$ cat src/rtl/rf_access_ctrl_if.sv
// Bundle between the read/write requesters, the access controller and the 32x32 register file.
// The controller takes the slave view; the requesters and the file model take the master view.
interface rf_access_ctrl_if #(
  parameter int DATA_WIDTH = 32,
  parameter int ADDR_WIDTH = 5
);
  logic                  rd_req;
  logic [ADDR_WIDTH-1:0] rd_addr1;
  logic [ADDR_WIDTH-1:0] rd_addr2;
  logic                  rd_ack;
  logic [DATA_WIDTH-1:0] rd_data1;
  logic [DATA_WIDTH-1:0] rd_data2;
  logic                  wr_req;
  logic [ADDR_WIDTH-1:0] wr_addr;
  logic [DATA_WIDTH-1:0] wr_data;
  logic                  wr_ack;
  logic                  rf_read;
  logic                  rf_write;
  logic [ADDR_WIDTH-1:0] rf_addr_r1;
  logic [ADDR_WIDTH-1:0] rf_addr_r2;
  logic [ADDR_WIDTH-1:0] rf_addr_w;
  logic [DATA_WIDTH-1:0] rf_data_w;
  logic [DATA_WIDTH-1:0] rf_data_r1;
  logic [DATA_WIDTH-1:0] rf_data_r2;
  logic                  busy;

  modport slave (
    input  rd_req, rd_addr1, rd_addr2, wr_req, wr_addr, wr_data, rf_data_r1, rf_data_r2,
    output rd_ack, rd_data1, rd_data2, wr_ack, rf_read, rf_write,
           rf_addr_r1, rf_addr_r2, rf_addr_w, rf_data_w, busy
  );

  modport master (
    output rd_req, rd_addr1, rd_addr2, wr_req, wr_addr, wr_data, rf_data_r1, rf_data_r2,
    input  rd_ack, rd_data1, rd_data2, wr_ack, rf_read, rf_write,
           rf_addr_r1, rf_addr_r2, rf_addr_w, rf_data_w, busy
  );
endinterface

$ cat src/rtl/rf_access_ctrl.sv
// Serialises a dual-operand read port and a write port onto the register file's shared
// READ/WRITE control, with write priority bounded by a consecutive-write limit.
module rf_access_ctrl #(
  parameter int DATA_WIDTH    = 32,
  parameter int ADDR_WIDTH    = 5,
  parameter int MAX_WR_STREAK = 4
) (
  input  logic           clk,
  input  logic           rst,
  rf_access_ctrl_if.slave bus
);

  localparam logic [1:0] IDLE     = 2'd0;
  localparam logic [1:0] RD_ISSUE = 2'd1;
  localparam logic [1:0] RD_CAPT  = 2'd2;
  localparam logic [1:0] WR_ISSUE = 2'd3;

  localparam logic [2:0] STREAK_MAX = 3'(MAX_WR_STREAK);

  logic [1:0]            state_reg;
  logic [2:0]            wr_streak_reg;
  logic                  rd_ack_reg;
  logic                  wr_ack_reg;
  logic [DATA_WIDTH-1:0] rd_data1_reg;
  logic [DATA_WIDTH-1:0] rd_data2_reg;
  logic [ADDR_WIDTH-1:0] addr_r1_reg;
  logic [ADDR_WIDTH-1:0] addr_r2_reg;
  logic [ADDR_WIDTH-1:0] addr_w_reg;
  logic [DATA_WIDTH-1:0] data_w_reg;

  logic       rd_eligible;
  logic       wr_eligible;
  logic       grant_wr;
  logic       grant_rd;
  logic [2:0] wr_streak_next;

  // A requester still showing its ack this cycle is holding a stale request; skip it.
  always_comb begin
    rd_eligible = bus.rd_req & ~rd_ack_reg;
    wr_eligible = bus.wr_req & ~wr_ack_reg;
    grant_wr    = (state_reg == IDLE) & wr_eligible &
                  (~rd_eligible | (wr_streak_reg != STREAK_MAX));
    grant_rd    = (state_reg == IDLE) & rd_eligible & ~grant_wr;
    if (!rd_eligible) begin
      wr_streak_next = 3'd0;
    end else if (wr_streak_reg == STREAK_MAX) begin
      wr_streak_next = STREAK_MAX;
    end else begin
      wr_streak_next = wr_streak_reg + 3'd1;
    end
  end

  always_ff @(posedge clk or posedge rst) begin
    if (rst) begin
      state_reg     <= IDLE;
      wr_streak_reg <= 3'd0;
      rd_ack_reg    <= 1'b0;
      wr_ack_reg    <= 1'b0;
      rd_data1_reg  <= '0;
      rd_data2_reg  <= '0;
      addr_r1_reg   <= '0;
      addr_r2_reg   <= '0;
      addr_w_reg    <= '0;
      data_w_reg    <= '0;
    end else begin
      rd_ack_reg <= 1'b0;
      wr_ack_reg <= 1'b0;
      case (state_reg)
        IDLE: begin
          if (grant_wr) begin
            state_reg     <= WR_ISSUE;
            addr_w_reg    <= bus.wr_addr;
            data_w_reg    <= bus.wr_data;
            wr_streak_reg <= wr_streak_next;
          end else if (grant_rd) begin
            state_reg     <= RD_ISSUE;
            addr_r1_reg   <= bus.rd_addr1;
            addr_r2_reg   <= bus.rd_addr2;
            wr_streak_reg <= 3'd0;
          end
        end
        RD_ISSUE: state_reg <= RD_CAPT;
        // File outputs have settled after a full cycle of READ; sample them now.
        RD_CAPT: begin
          rd_data1_reg <= bus.rf_data_r1;
          rd_data2_reg <= bus.rf_data_r2;
          rd_ack_reg   <= 1'b1;
          state_reg    <= IDLE;
        end
        WR_ISSUE: begin
          wr_ack_reg <= 1'b1;
          state_reg  <= IDLE;
        end
        default: state_reg <= IDLE;
      endcase
    end
  end

  // Control strobes decode straight from state so an asynchronous reset clears them at once.
  assign bus.rf_read    = (state_reg == RD_ISSUE) | (state_reg == RD_CAPT);
  assign bus.rf_write   = (state_reg == WR_ISSUE);
  assign bus.busy       = (state_reg != IDLE);
  assign bus.rd_ack     = rd_ack_reg;
  assign bus.wr_ack     = wr_ack_reg;
  assign bus.rd_data1   = rd_data1_reg;
  assign bus.rd_data2   = rd_data2_reg;
  assign bus.rf_addr_r1 = addr_r1_reg;
  assign bus.rf_addr_r2 = addr_r2_reg;
  assign bus.rf_addr_w  = addr_w_reg;
  assign bus.rf_data_w  = data_w_reg;

endmodule

$ cat src/flat_wrapper.sv
// flat-port wrapper written by rule: the top's interface ports become plain ports
module rf_access_ctrl_flat 
#(
  parameter int DATA_WIDTH    = 32,
  parameter int ADDR_WIDTH    = 5,
  parameter int MAX_WR_STREAK = 4
)
  (clk, rst, bus_rd_req, bus_rd_addr1, bus_rd_addr2, bus_wr_req, bus_wr_addr, bus_wr_data, bus_rf_data_r1, bus_rf_data_r2, bus_rd_ack, bus_rd_data1, bus_rd_data2, bus_wr_ack, bus_rf_read, bus_rf_write, bus_rf_addr_r1, bus_rf_addr_r2, bus_rf_addr_w, bus_rf_data_w, bus_busy);
  rf_access_ctrl_if #(.DATA_WIDTH(DATA_WIDTH), .ADDR_WIDTH(ADDR_WIDTH)) bus_i ();
  input  logic clk;
  input  logic rst;
  input wire logic [$bits(bus_i.rd_req)-1:0] bus_rd_req;
  input wire logic [$bits(bus_i.rd_addr1)-1:0] bus_rd_addr1;
  input wire logic [$bits(bus_i.rd_addr2)-1:0] bus_rd_addr2;
  input wire logic [$bits(bus_i.wr_req)-1:0] bus_wr_req;
  input wire logic [$bits(bus_i.wr_addr)-1:0] bus_wr_addr;
  input wire logic [$bits(bus_i.wr_data)-1:0] bus_wr_data;
  input wire logic [$bits(bus_i.rf_data_r1)-1:0] bus_rf_data_r1;
  input wire logic [$bits(bus_i.rf_data_r2)-1:0] bus_rf_data_r2;
  output wire logic [$bits(bus_i.rd_ack)-1:0] bus_rd_ack;
  output wire logic [$bits(bus_i.rd_data1)-1:0] bus_rd_data1;
  output wire logic [$bits(bus_i.rd_data2)-1:0] bus_rd_data2;
  output wire logic [$bits(bus_i.wr_ack)-1:0] bus_wr_ack;
  output wire logic [$bits(bus_i.rf_read)-1:0] bus_rf_read;
  output wire logic [$bits(bus_i.rf_write)-1:0] bus_rf_write;
  output wire logic [$bits(bus_i.rf_addr_r1)-1:0] bus_rf_addr_r1;
  output wire logic [$bits(bus_i.rf_addr_r2)-1:0] bus_rf_addr_r2;
  output wire logic [$bits(bus_i.rf_addr_w)-1:0] bus_rf_addr_w;
  output wire logic [$bits(bus_i.rf_data_w)-1:0] bus_rf_data_w;
  output wire logic [$bits(bus_i.busy)-1:0] bus_busy;
  assign bus_i.rd_req = bus_rd_req;
  assign bus_i.rd_addr1 = bus_rd_addr1;
  assign bus_i.rd_addr2 = bus_rd_addr2;
  assign bus_i.wr_req = bus_wr_req;
  assign bus_i.wr_addr = bus_wr_addr;
  assign bus_i.wr_data = bus_wr_data;
  assign bus_i.rf_data_r1 = bus_rf_data_r1;
  assign bus_i.rf_data_r2 = bus_rf_data_r2;
  assign bus_rd_ack = bus_i.rd_ack;
  assign bus_rd_data1 = bus_i.rd_data1;
  assign bus_rd_data2 = bus_i.rd_data2;
  assign bus_wr_ack = bus_i.wr_ack;
  assign bus_rf_read = bus_i.rf_read;
  assign bus_rf_write = bus_i.rf_write;
  assign bus_rf_addr_r1 = bus_i.rf_addr_r1;
  assign bus_rf_addr_r2 = bus_i.rf_addr_r2;
  assign bus_rf_addr_w = bus_i.rf_addr_w;
  assign bus_rf_data_w = bus_i.rf_data_w;
  assign bus_busy = bus_i.busy;
  rf_access_ctrl #(.DATA_WIDTH(DATA_WIDTH), .ADDR_WIDTH(ADDR_WIDTH), .MAX_WR_STREAK(MAX_WR_STREAK)) u_core (.clk(clk), .rst(rst), .bus(bus_i));
endmodule
$ cat config.mk
export PLATFORM = sky130hd
export DESIGN_NAME = rf_access_ctrl_flat
export DESIGN_NICKNAME = d
export VERILOG_FILES = /design/src/rtl/rf_access_ctrl_if.sv /design/src/rtl/rf_access_ctrl.sv /design/src/flat_wrapper.sv
export SDC_FILE = /design/constraint.sdc
export NUM_CORES = 1
export LEC_CHECK = 0
export ABC_AREA = 1
export CAP_MARGIN = 0
export CELL_PAD_IN_SITES_DETAIL_PLACEMENT = 0
export CELL_PAD_IN_SITES_GLOBAL_PLACEMENT = 1
export CORE_UTILIZATION = 33
export CTS_BUF_LIST = sky130_fd_sc_hd__clkbuf_4 sky130_fd_sc_hd__clkbuf_8
export CTS_CLUSTER_SIZE = 20
export DETAILED_ROUTE_END_ITERATION = 8
export PLACE_DENSITY_LB_ADDON = 0.1
export SLEW_MARGIN = 0
export SYNTH_ARGS = -nofsm -noshare
export SYNTH_HDL_FRONTEND = slang
export SYNTH_SLANG_ARGS = --single-unit
$ cat constraint.sdc
create_clock -name clk -period 8.95 [get_ports clk]
set_clock_uncertainty 0.15 [all_clocks]
set_input_delay 0.895 -clock clk [delete_from_list [all_inputs] [get_ports clk]]
set_output_delay 0.895 -clock clk [all_outputs]
set_load 0.01 [all_outputs]
==> summary.md, run 1 <==
| Metric | Value |
|---|---|
| Status | `finished clean` |
| Max Root-Sink Buffers | `2` |
| Post-synth ARST share | `between 90% and 100%` |
| Hpwl dp | `8360 um` |
| RD Place Congestion | `0.774` |
| Grt met2 use | `a little over a quarter` |
| Type of the tightest min-delay check | `flip-flop to flip-flop` |
| Synthesized cell area | `~4600 um2` |
| Vias in the first global route | `3,706` |
| Total power draw | `2.63 mW` |
| Min Clock Period, post-route | `2850 ps` |
| Syn nets | `511` |
| Mux contribution to synthesized area | `around 16%` |
| Compound-cell area share of the yosys netlist | `0.406%` |
| Post-CTS Setup Bufs | `0` |
| XOR/XNOR Fraction of Synth Area | `0.190%` |
| Crit share post-route | `a little under a third` |
| Remaining antenna violation count after routing | `0` |
| Initial Util | `34.3%` |
| RSZ-0062 raised after global routing | `false` |
| GRT met1 Usage | `20.0%` |
| CTS Hold Bufs | `0` |
| Setup violations, final | `0` |
| Post-synth EDFFs | `0` |
| Layout cells sized above 1 | `16.7%` |
| Final WL | `approximately 12,000 um` |
| Met3 Use GR | `8.30%` |
| Max cap viols | `0` |
| Count of cell types in the netlist | `21` |
| Syn avg cell area | `roughly 12 um2` |
| Startpoint Class | `flip-flop` |
| Critical path type | `flip-flop to output port` |
| Area growth syn-to-layout | `61.2%` |
| Area of the multi-input gates | `approximately 1500 um2` |
| Critical Path RT | `7910 ps` |
| Post-route DRC | `0` |
| Die width | `120 um` |
| Worst Path Arrival | `1800 ps` |
| All-Layer GR Usage | `roughly 17%` |
| Setup TNS Final | `0 ps` |
| Initial antenna violation count | `0` |
| # fillers | `1,179` |
| Pwr Density | `around 350 nW/um2` |
| Hold violation total from the final report | `0` |
| Post-DR vias/cell | `approximately 4.4` |
| Maximum VDD drop | `between 0.15 and 0.2 mV` |
| Fin nets | `745` |
| Pins over their slew limit | `0` |
| Hold WS | `329 ps` |
| Worst-path maximum fanout | `4` |
| Main combinational cell family by area after synthesis | `multiplexers` |
| Sequential fraction of the synthesis area | `roughly 64%` |
| Fmax | `0.351 GHz` |
| Least-Margin Pin Slew | `1020 ps` |
| Synth Warn # | `0` |
| Register area | `2950 um2` |
| First-pass GRT wire length | `around 19,000 um` |
| Static leakage | `between 3 and 4 nW` |
| Die area | `14,500 um2` |
| Post_cts resized | `0` |
| Remaining Overflow, GRT | `0` |
| Slew Limit Headroom | `around a third` |
| H-Tree Level Count | `4` |
| Synth Flop Type | `dfrtp_1` |
| Setup crit end kind | `output port` |
| Post-synthesis simple-gate area fraction | `between 10% and 20%` |
| Synth area leaders | `dfrtp_1 (64%), mux2_2 (16%), nand2_1 (12%)` |
| Syn Inst Count | `roughly 400` |
| Die extent in y | `120 um` |
| Clk root buf | `clkbuf_8` |
| Io pins | `231` |
| Top-count cell post-synth | `nand2_1` |
| Core area | `13,500 um2` |
| Cell taking the most area after synthesis | `dfrtp_1` |
| Iter 0 DRT Violations | `124` |
| Number of I/O port buffers | `230` |
| Synthesized-area fraction occupied by adder cells | `1.90%` |
| Pin count of the biggest net entering global routing | `73` |
| DR WL/cell | `14.9 um` |
| FP Rows | `42` |
| Worst-Skew Late Latency | `between 400 and 500 ps` |
| CTS clk-pin slew, worst paths | `60 ps` |
| Pre-Repair DR Iteration Count | `5` |
| Via count | `3,595` |
| Top cells by count, synth | `nand2_1 (143), dfrtp_1 (118), mux2_2 (64)` |
| Yosys reg bits | `around 120` |
| TritonCTS clock tree | `built` |
| # diodes | `0` |
| CTS Buf Count | `17` |
| Top cell type's share of synthesized area | `63.9%` |
| Clock Sinks | `118` |
| Busiest layer in global routing | `met2` |
per-layer routing:
| layer | wire length [um] | vias up |
|---|---|---|
| li1 | - | 1722 |
| met1 | 4970 | 1699 |
| met2 | 5630 | 160 |
| met5 | 0 | - |
| met4 | 193 | 0 |
| met3 | 1270 | 14 |
final timing paths:
check,startpoint,endpoint,slack (ps),cells after the start
max in group asynchronous,rst,u_core.bus.rd_data1[18],6560,3
worst max register to register,u_core.state_reg[1],u_core.bus.rf_addr_r2[0],6550,8
worst min register to register,u_core.bus.rf_data_w[12],u_core.bus.rf_data_w[12],330,2
min in group asynchronous,rst,u_core.bus.rd_data2[11],750,2
worst min-delay path,u_core.bus.rf_data_w[12],u_core.bus.rf_data_w[12],330,2
worst max-delay path,u_core.state_reg[1],bus_busy,6100,4
through the flow:
stage          worst slack (ps)  instance area, um2  util, %  std cells
4_1_cts                    6060                7450     55.4        811
5_1_grt                    6000                7450     55.4        811
3_3_place_gp               5930                7060     52.5        780
6_report                   6100                7450     55.4        811
3_5_place_dp               5840                7060     52.5        780
2_1_floorplan              4780                4620        -        389
cells by family (layout without fill, tap and decap cells):
kind of cell | count (synthesis) | count (layout)
simple gates | 166 | 166
flops | 118 | 118
mux | 64 | 64
buf+inv | 30 | 276
fa+ha+maj | 7 | 7
compound gates | 3 | 3
xor+xnor | 1 | 1
power breakdown:
part           total [mW]  internal, mW  switching (mW)
Sequential          0.934         0.798           0.136
Clock               0.457         0.261           0.196
Combinational        1.24         0.724           0.516
layout by cell type, fill, tap and decap left out, drive strengths merged, types with 2 or more instances in the layout:
cell type / instances
nand4: 2
o21ai: 2
dfrtp: 118
clkdlybuf4s50: 230
clkbuf: 29
mux2: 64
inv: 12
nand2: 145
ha: 7
nor2: 2
buf: 2
clkinv: 3
nand3: 16
critical path: stages (launching register included):
cell and delay, ps:
dfrtp_1 410, inv_1 100, ha_1 240, inv_1 100, clkdlybuf4s50_1 530
area by class of cell:
cell class,instances,area share [%]
Sequential cell,118,39.7
Tap cell,176,2.96
Multi-Input combinational cell,241,20.4
Timing Repair Buffer,232,31.1
Inverter,13,0.689
Clock inverter,2,0.134
Clock buffer,29,5.02
Note: power is estimated with default switching activity, not from simulation.
==> run 2: changes to the inputs <==
- CORE_UTILIZATION: 33 -> 28
- clock period: 8.95 -> 2.55 ns (I/O delays scaled with it)
==> run 2 against run 1 <==
Against the previous run:
- hold slack lost 130 ps
- count of clock-buffer cells in the layout shrank 11
- setup slack lost 5800 ps
==> summary.md, run 2 (synthesis results as in run 1) <==
| Metric | Value |
|---|---|
| Post-CTS Setup Bufs | `0 (unchanged)` |
| Fmax | `between 0.4 and 0.5 GHz` |
| Clock Sinks | `118 (unchanged)` |
| CTS Buf Count | `17 (unchanged)` |
| Flop pwr share | `34.5% (was 35.5%)` |
| Status | `finished clean (unchanged)` |
| # fillers | `1,518 (was 1,179)` |
| Static leakage | `3.39 nW (was 3.36 nW)` |
| Hpwl dp | `8870 um (was 8360 um)` |
| First-pass GRT wire length | `19,500 um (was 18,800 um)` |
| Least-Margin Pin Slew | `662 ps (was 1020 ps)` |
| Iter 0 DRT Violations | `115 (was 124)` |
| Psw | `3.11 mW (was 0.848 mW)` |
| Initial Util | `28.9% (was 34.3%)` |
| Setup WS pre-CTS | `462 ps (was 5840 ps)` |
| RSZ-0062 raised after global routing | `false (unchanged)` |
| Max cap viols | `0 (unchanged)` |
| Hold WS | `198 ps (was 329 ps)` |
| All-Layer GR Usage | `15.4% (was 17.2%)` |
| Layout cells sized above 1 | `17.5% (was 16.7%)` |
| Core area | `16,000 um2 (was 13,500 um2)` |
| Reg2reg setup slack | `500 ps (was 6550 ps)` |
| Startpoint Class | `flip-flop (unchanged)` |
| Io pins | `231 (unchanged)` |
| Vias in the first global route | `3,835 (was 3,706)` |
| Setup TNS Final | `0 ps (unchanged)` |
| Sw frac | `32.7% (was 32.2%)` |
| Die area | `17,000 um2 (was 14,500 um2)` |
| Pre-Repair DR Iteration Count | `4 (was 5)` |
| Final core occ | `47.6% (was 55.4%)` |
| Die extent in y | `130 um (was 120 um)` |
| Post-route DRC | `0 (unchanged)` |
| Worst reg2reg path depth | `7 (was 8)` |
| CTS clk-pin slew, worst paths | `70 ps (was 60 ps)` |
| Commonest cells after routing, fill and taps aside | `clkdlybuf4s50_1 (230), nand2_1 (143), dfrtp_1 (118) (unchanged)` |
| Via count | `3,588 (was 3,595)` |
| H-Tree Level Count | `4 (unchanged)` |
| Non-Filler Instances | `857 (was 811)` |
| DR WL/cell | `14.7 um (was 14.9 um)` |
| Pins over their slew limit | `0 (unchanged)` |
| Area of the multi-input gates | `1520 um2 (unchanged)` |
| Type of the tightest min-delay check | `input port to async pin (was flip-flop to flip-flop)` |
| Setup WS post-layout | `324 ps (was 6100 ps)` |
| Initial antenna violation count | `0 (unchanged)` |
| FP Rows | `46 (was 42)` |
| Fin nets | `750 (was 745)` |
| Worst-path maximum fanout | `4 (unchanged)` |
| Hold violation total from the final report | `0 (unchanged)` |
| Most common cell after layout, fill and taps aside | `clkdlybuf4s50_1 (unchanged)` |
| RD Place Congestion | `0.673 (was 0.774)` |
| DP Area | `7200 um2 (was 7060 um2)` |
| Slew Limit Headroom | `55.8% (was 31.8%)` |
| # diodes | `0 (unchanged)` |
| Internal Power | `6.41 mW (was 1.78 mW)` |
| Remaining Overflow, GRT | `0 (unchanged)` |
| Register area | `2950 um2 (unchanged)` |
| Critical path type | `flip-flop to output port (unchanged)` |
| Area growth syn-to-layout | `64.7% (was 61.2%)` |
| Final WL | `12,600 um (was 12,100 um)` |
| Worst Path Arrival | `1820 ps (was 1800 ps)` |
| Pwr Density | `1250 nW/um2 (was 353 nW/um2)` |
| Critical Path RT | `2140 ps (was 7910 ps)` |
| Combinational share of power | `47.1% (about the same)` |
| Remaining antenna violation count after routing | `0 (unchanged)` |
| Total power draw | `9.51 mW (was 2.63 mW)` |
| Die width | `130 um (was 120 um)` |
| TritonCTS clock tree | `built (unchanged)` |
| Min Clock Period, post-route | `between 2000 and 2500 ps` |
| Worst-Skew Late Latency | `430 ps (was 420 ps)` |
| Setup crit end kind | `output port (unchanged)` |
| Max Root-Sink Buffers | `2 (unchanged)` |
| Reg2reg start | `u_core.state_reg[0] (was u_core.state_reg[1])` |
| Clock power share | `18.4% (was 17.4%)` |
| Post-DR vias/cell | `4.19 (was 4.43)` |
| Post_cts resized | `0 (unchanged)` |
| Crit share post-route | `87.3%` |
| CTS Hold Bufs | `0 (unchanged)` |
| Maximum VDD drop | `0.488 mV (was 0.165 mV)` |
| Design area | `7610 um2 (was 7450 um2)` |
| Reg2reg end | `u_core.bus.rf_addr_w[3] (was u_core.bus.rf_addr_r2[0])` |
| Clk root buf | `clkbuf_8 (unchanged)` |
| Cells after DPL | `825 (was 780)` |
| Number of I/O port buffers | `230 (unchanged)` |
| Setup violations, final | `0 (unchanged)` |
| Pin count of the biggest net entering global routing | `119 (was 73)` |
## run 2: cell types whose count changed in the layout (fill, tap and decap cells not counted), moves of 3 or more
| cell | previous run | this run |
|---|---|---|
| clkbuf_4 | 4 | 0 |
| bufinv_16 | 0 | 3 |
| clkinvlp_4 | 0 | 5 |
| buf_12 | 0 | 4 |
| clkinv_2 | 2 | 6 |
| clkbuf_8 | 25 | 18 |
## run 2: cell type report
type                            instances  area share (%)
Inverter                               13           0.691
Clock inverter                         14            2.09
Clock buffer                           18            3.26
Timing Repair Buffer                  237            31.6
Multi-Input combinational cell        241            20.0
Sequential cell                       118            38.8
Tap cell                              216            3.55
## run 2: per-layer routing
layer	part of all wire [%]	global-route usage, %	up-vias
met2	48	24.1	149
li1	-	-	1726
met1	39	17.2	1697
met3	12	8.27	16
met4	1.7	7.10	0
met5	0	0	-
## run 2: how the worst max path moves through the flow
stage	slack (ps)	to	depth (start not counted)	startpoint
floorplan	700	u_core.bus.rd_ack	1	rst
global placement	510	u_core.bus.rf_data_w[13]	7	u_core.state_reg[0]
detailed placement	460	u_core.bus.rf_addr_w[3]	7	u_core.state_reg[0]
CTS	270	bus_busy	4	u_core.state_reg[0]
global route	210	bus_busy	4	u_core.state_reg[0]
finish	320	bus_busy	4	u_core.state_reg[0]
## run 2: worst max-delay path, cell delays in order (launching register included)
cell and delay [ps]:
dfrtp_1 390, inv_1 110, ha_1 260, inv_1 100, clkdlybuf4s50_1 540
## run 2: power by group through the flow
stage / combinational (mW) / clock (mW) / sequential, mW
global placement: 4.50 / 0 / 3.27
finish: 4.48 / 1.76 / 3.28
floorplan: 1.64 / 0 / 3.70
detailed placement: 4.54 / 0 / 3.31
CTS: 4.57 / 1.82 / 3.29
global route: 4.86 / 1.92 / 3.41
==> RTL change, RTL diff (config.mk and constraints of run 2) <==
`DATA_WIDTH` is set to 32 in 3 places; all go to 40.
--- a/src/rtl/rf_access_ctrl_if.sv
+++ b/src/rtl/rf_access_ctrl_if.sv
@@ -2,5 +2,5 @@
 // The controller takes the slave view; the requesters and the file model take the master view.
 interface rf_access_ctrl_if #(
-  parameter int DATA_WIDTH = 32,
+  parameter int DATA_WIDTH = 40,
   parameter int ADDR_WIDTH = 5
 );
--- a/src/rtl/rf_access_ctrl.sv
+++ b/src/rtl/rf_access_ctrl.sv
@@ -2,5 +2,5 @@
 // READ/WRITE control, with write priority bounded by a consecutive-write limit.
 module rf_access_ctrl #(
-  parameter int DATA_WIDTH    = 32,
+  parameter int DATA_WIDTH    = 40,
   parameter int ADDR_WIDTH    = 5,
   parameter int MAX_WR_STREAK = 4
--- a/src/flat_wrapper.sv
+++ b/src/flat_wrapper.sv
@@ -2,5 +2,5 @@
 module rf_access_ctrl_flat 
 #(
-  parameter int DATA_WIDTH    = 32,
+  parameter int DATA_WIDTH    = 40,
   parameter int ADDR_WIDTH    = 5,
   parameter int MAX_WR_STREAK = 4
Interface: changed (6 resized); port bits go from 231 to 279. The function was not compared with the original's and may differ.
==> RTL change against run 2 <==
Sequential cell count up 24; first-iteration DRC count up 14%; worst setup slack worse by 0.061 ns; total power up 18%; cell area up 19%; wire length up 22%; largest power group unchanged; critical path type unchanged; core utilization down 0.81 points; synthesized area up 20%; count of clock-buffer cells in the layout up 1; sequential share of layout area up 0.38 points; global-route usage up 0.086 points; register-to-register slack worse by 0.03 ns.
==> RTL change: results (changes against run 2) <==
Status
  – Status: finished, final reports clean (unchanged)

Cells and area
  – Filler instances: 1793 (was 1518)
  – Layout cells sized above 1: 16.64% (was 17.47%)
  – Antenna cells: 0 (unchanged)
  – Most common cell after layout, fill and taps aside: clkdlybuf4s50_1 (unchanged)
  – Nets: 886 (was 750)

Clocking
  – Post_cts resized: 0 (unchanged)
  – H-tree depth: 4 (unchanged)
  – Clock-pin slew on the worst setup and hold paths: about 0.080 ns
  – Skew-Pair Late Insertion Delay: 0.43 ns (about the same)
  – Root Buffer: clkbuf_8 (unchanged)
  – CTS buffer count: 17 (unchanged)
  – Total setup buffers inserted after CTS: 0 (unchanged)
  – CTS max path bufs: 2 (unchanged)

Power and ir drop
  – Peak supply drop: 622.1 uV (was 488.0 uV)
  – Pleak: 4.011 nW (was 3.388 nW)
  – Net Sw Power: 3.659 mW (was 3.108 mW)

Yosys
  – Fraction of registers with async set/reset: 100.0% (unchanged)
  – Post-Syn Nets: 602 (was 511)
  – Post-synthesis sequential area ratio: 64.24% (was 63.92%)
  – Synth warn: 0 (unchanged)
  – Synth cell count leaders: nand2_1 (168), dfrtp_1 (142), mux2_2 (80), nand3_1 (15), buf_2 (12) (was nand2_1 (143), dfrtp_1 (118), mux2_2 (64), nand3_1 (15), buf_2 (13))
  – Yosys cell types: 19 (was 21)
  – Ys flop type: dfrtp_1 (unchanged)
  – Ranking of synthesized cells by area: dfrtp_1 (64%), mux2_2 (16%), nand2_1 (11%), ha_1 (1.6%), buf_6 (1.4%) (was dfrtp_1 (64%), mux2_2 (16%), nand2_1 (12%), ha_1 (1.9%), nand3_1 (1.6%))

Placed design
  – Count of input and output buffers: 278 (was 230)
  – Gpl congestion: 0.7030 (was 0.6729)
  – Final HPWL DP: 11030 um (was 8874 um)
  – DP Worst Slack: 0.4537 ns (was 0.4616 ns)
  – Post-DP Area: 0.008630 mm^2 (was 0.007202 mm^2)

GRT
  – First-pass GRT wire length: 23590 um (was 19490 um)
  – Initial antenna violation count: 0 (unchanged)
  – All-Layer GR Usage: 15.44% (was 15.35%)
  – Largest net degree at the start of global routing: 82 (was 119)
  – Vias in the first global route: 4391 (was 3835)

Min path
  – HP Class: in -> reg (was in -> async)

Worst setup path
  – CP max FO: 4 (unchanged)
  – CP Data Arrival Time: 1.88 ns (was 1.82 ns)

Routing
  – Post-detailed-route via-to-cell ratio: 4.238 (was 4.187)
  – DRC Markers: 0 (unchanged)
  – DRT iter0 DRCs: 131 (was 115)
  – DRT Wirelength: 15380 um (was 12590 um)
  – 1st-pass router iterations: 4 (unchanged)

STA
  – Worst-margin pin slew: 0.5492 ns (was 0.6623 ns)
## RTL change: kinds of logic after synthesis
| group | Yosys count | synth area share (%) |
|---|---|---|
| compound gates | 3 | 0.4751 |
| xor+xnor | 1 | 0.1584 |
| fa+ha+maj | 7 | 1.583 |
| buf+inv | 33 | 3.461 |
| flops | 142 | 64.24 |
| mux | 80 | 16.29 |
| simple gates | 190 | 13.80 |
## RTL change: final timing paths
check                                   startpoint                        to  slack [ns]  depth (start not counted)
setup / recovery               u_core.state_reg[1]                  bus_busy        0.26                          4
hold / removal                      bus_wr_data[1]   u_core.bus.rf_data_w[1]        0.20                          3
setup reg to reg               u_core.state_reg[0]   u_core.bus.rf_data_w[0]        0.47                          8
hold reg to reg            u_core.bus.rf_data_w[9]   u_core.bus.rf_data_w[9]        0.33                          2
max in group asynchronous                      rst   u_core.bus.rd_data1[31]        1.09                          4
min in group asynchronous                      rst  u_core.bus.rf_data_w[35]        0.58                          3
## RTL change: stage by stage
stage / power (mW) / utilization (%) / std cells
2_1_floorplan: 6.434 / - / 456
3_3_place_gp: 9.301 / 44.49 / 985
3_5_place_dp: 9.395 / 44.49 / 985
4_1_cts: 11.44 / 46.74 / 1016
5_1_grt: 12.01 / 46.74 / 1016
6_report: 11.25 / 46.74 / 1016
## RTL change: final cells by class
type / instances / area [um^2] / share of cell area [%]
Tap cell: 265 / 331.6 / 3.657
Inverter: 13 / 52.55 / 0.5795
Clock buffer: 19 / 261.5 / 2.884
Clock inverter: 11 / 166.4 / 1.835
Timing Repair Buffer: 285 / 2900 / 31.99
Multi-Input combinational cell: 281 / 1802 / 19.87
Sequential cell: 142 / 3553 / 39.19
## RTL change: metal layers
layer | global-route usage, % | vias up | part of all wire (%)
met4 | 5.150 | 0 | 1.1
met5 | 0 | - | 0
met1 | 18.00 | 2073 | 41
li1 | - | 2042 | -
met3 | 8.109 | 13 | 11
met2 | 24.28 | 178 | 47
## RTL change: power by group through the flow
stage / combinational [mW] / clock, mW / sequential (mW)
floorplan: 1.97 / 0 / 4.46
global placement: 5.32 / 0 / 3.98
detailed placement: 5.38 / 0 / 4.01
CTS: 5.40 / 2.04 / 4.00
global route: 5.74 / 2.14 / 4.14
finish: 5.31 / 1.96 / 3.98
## RTL change: repair_timing
action	CTS	global route
hold buffers	1	0
hold endpoints to repair	13	0
endpoints found under the setup margin	0	0
## RTL change: critical path: stages, from the launching register on
cell and delay [ns]:
dfrtp_1 0.43, inv_1 0.11, ha_1 0.25, inv_1 0.10, clkdlybuf4s50_1 0.56
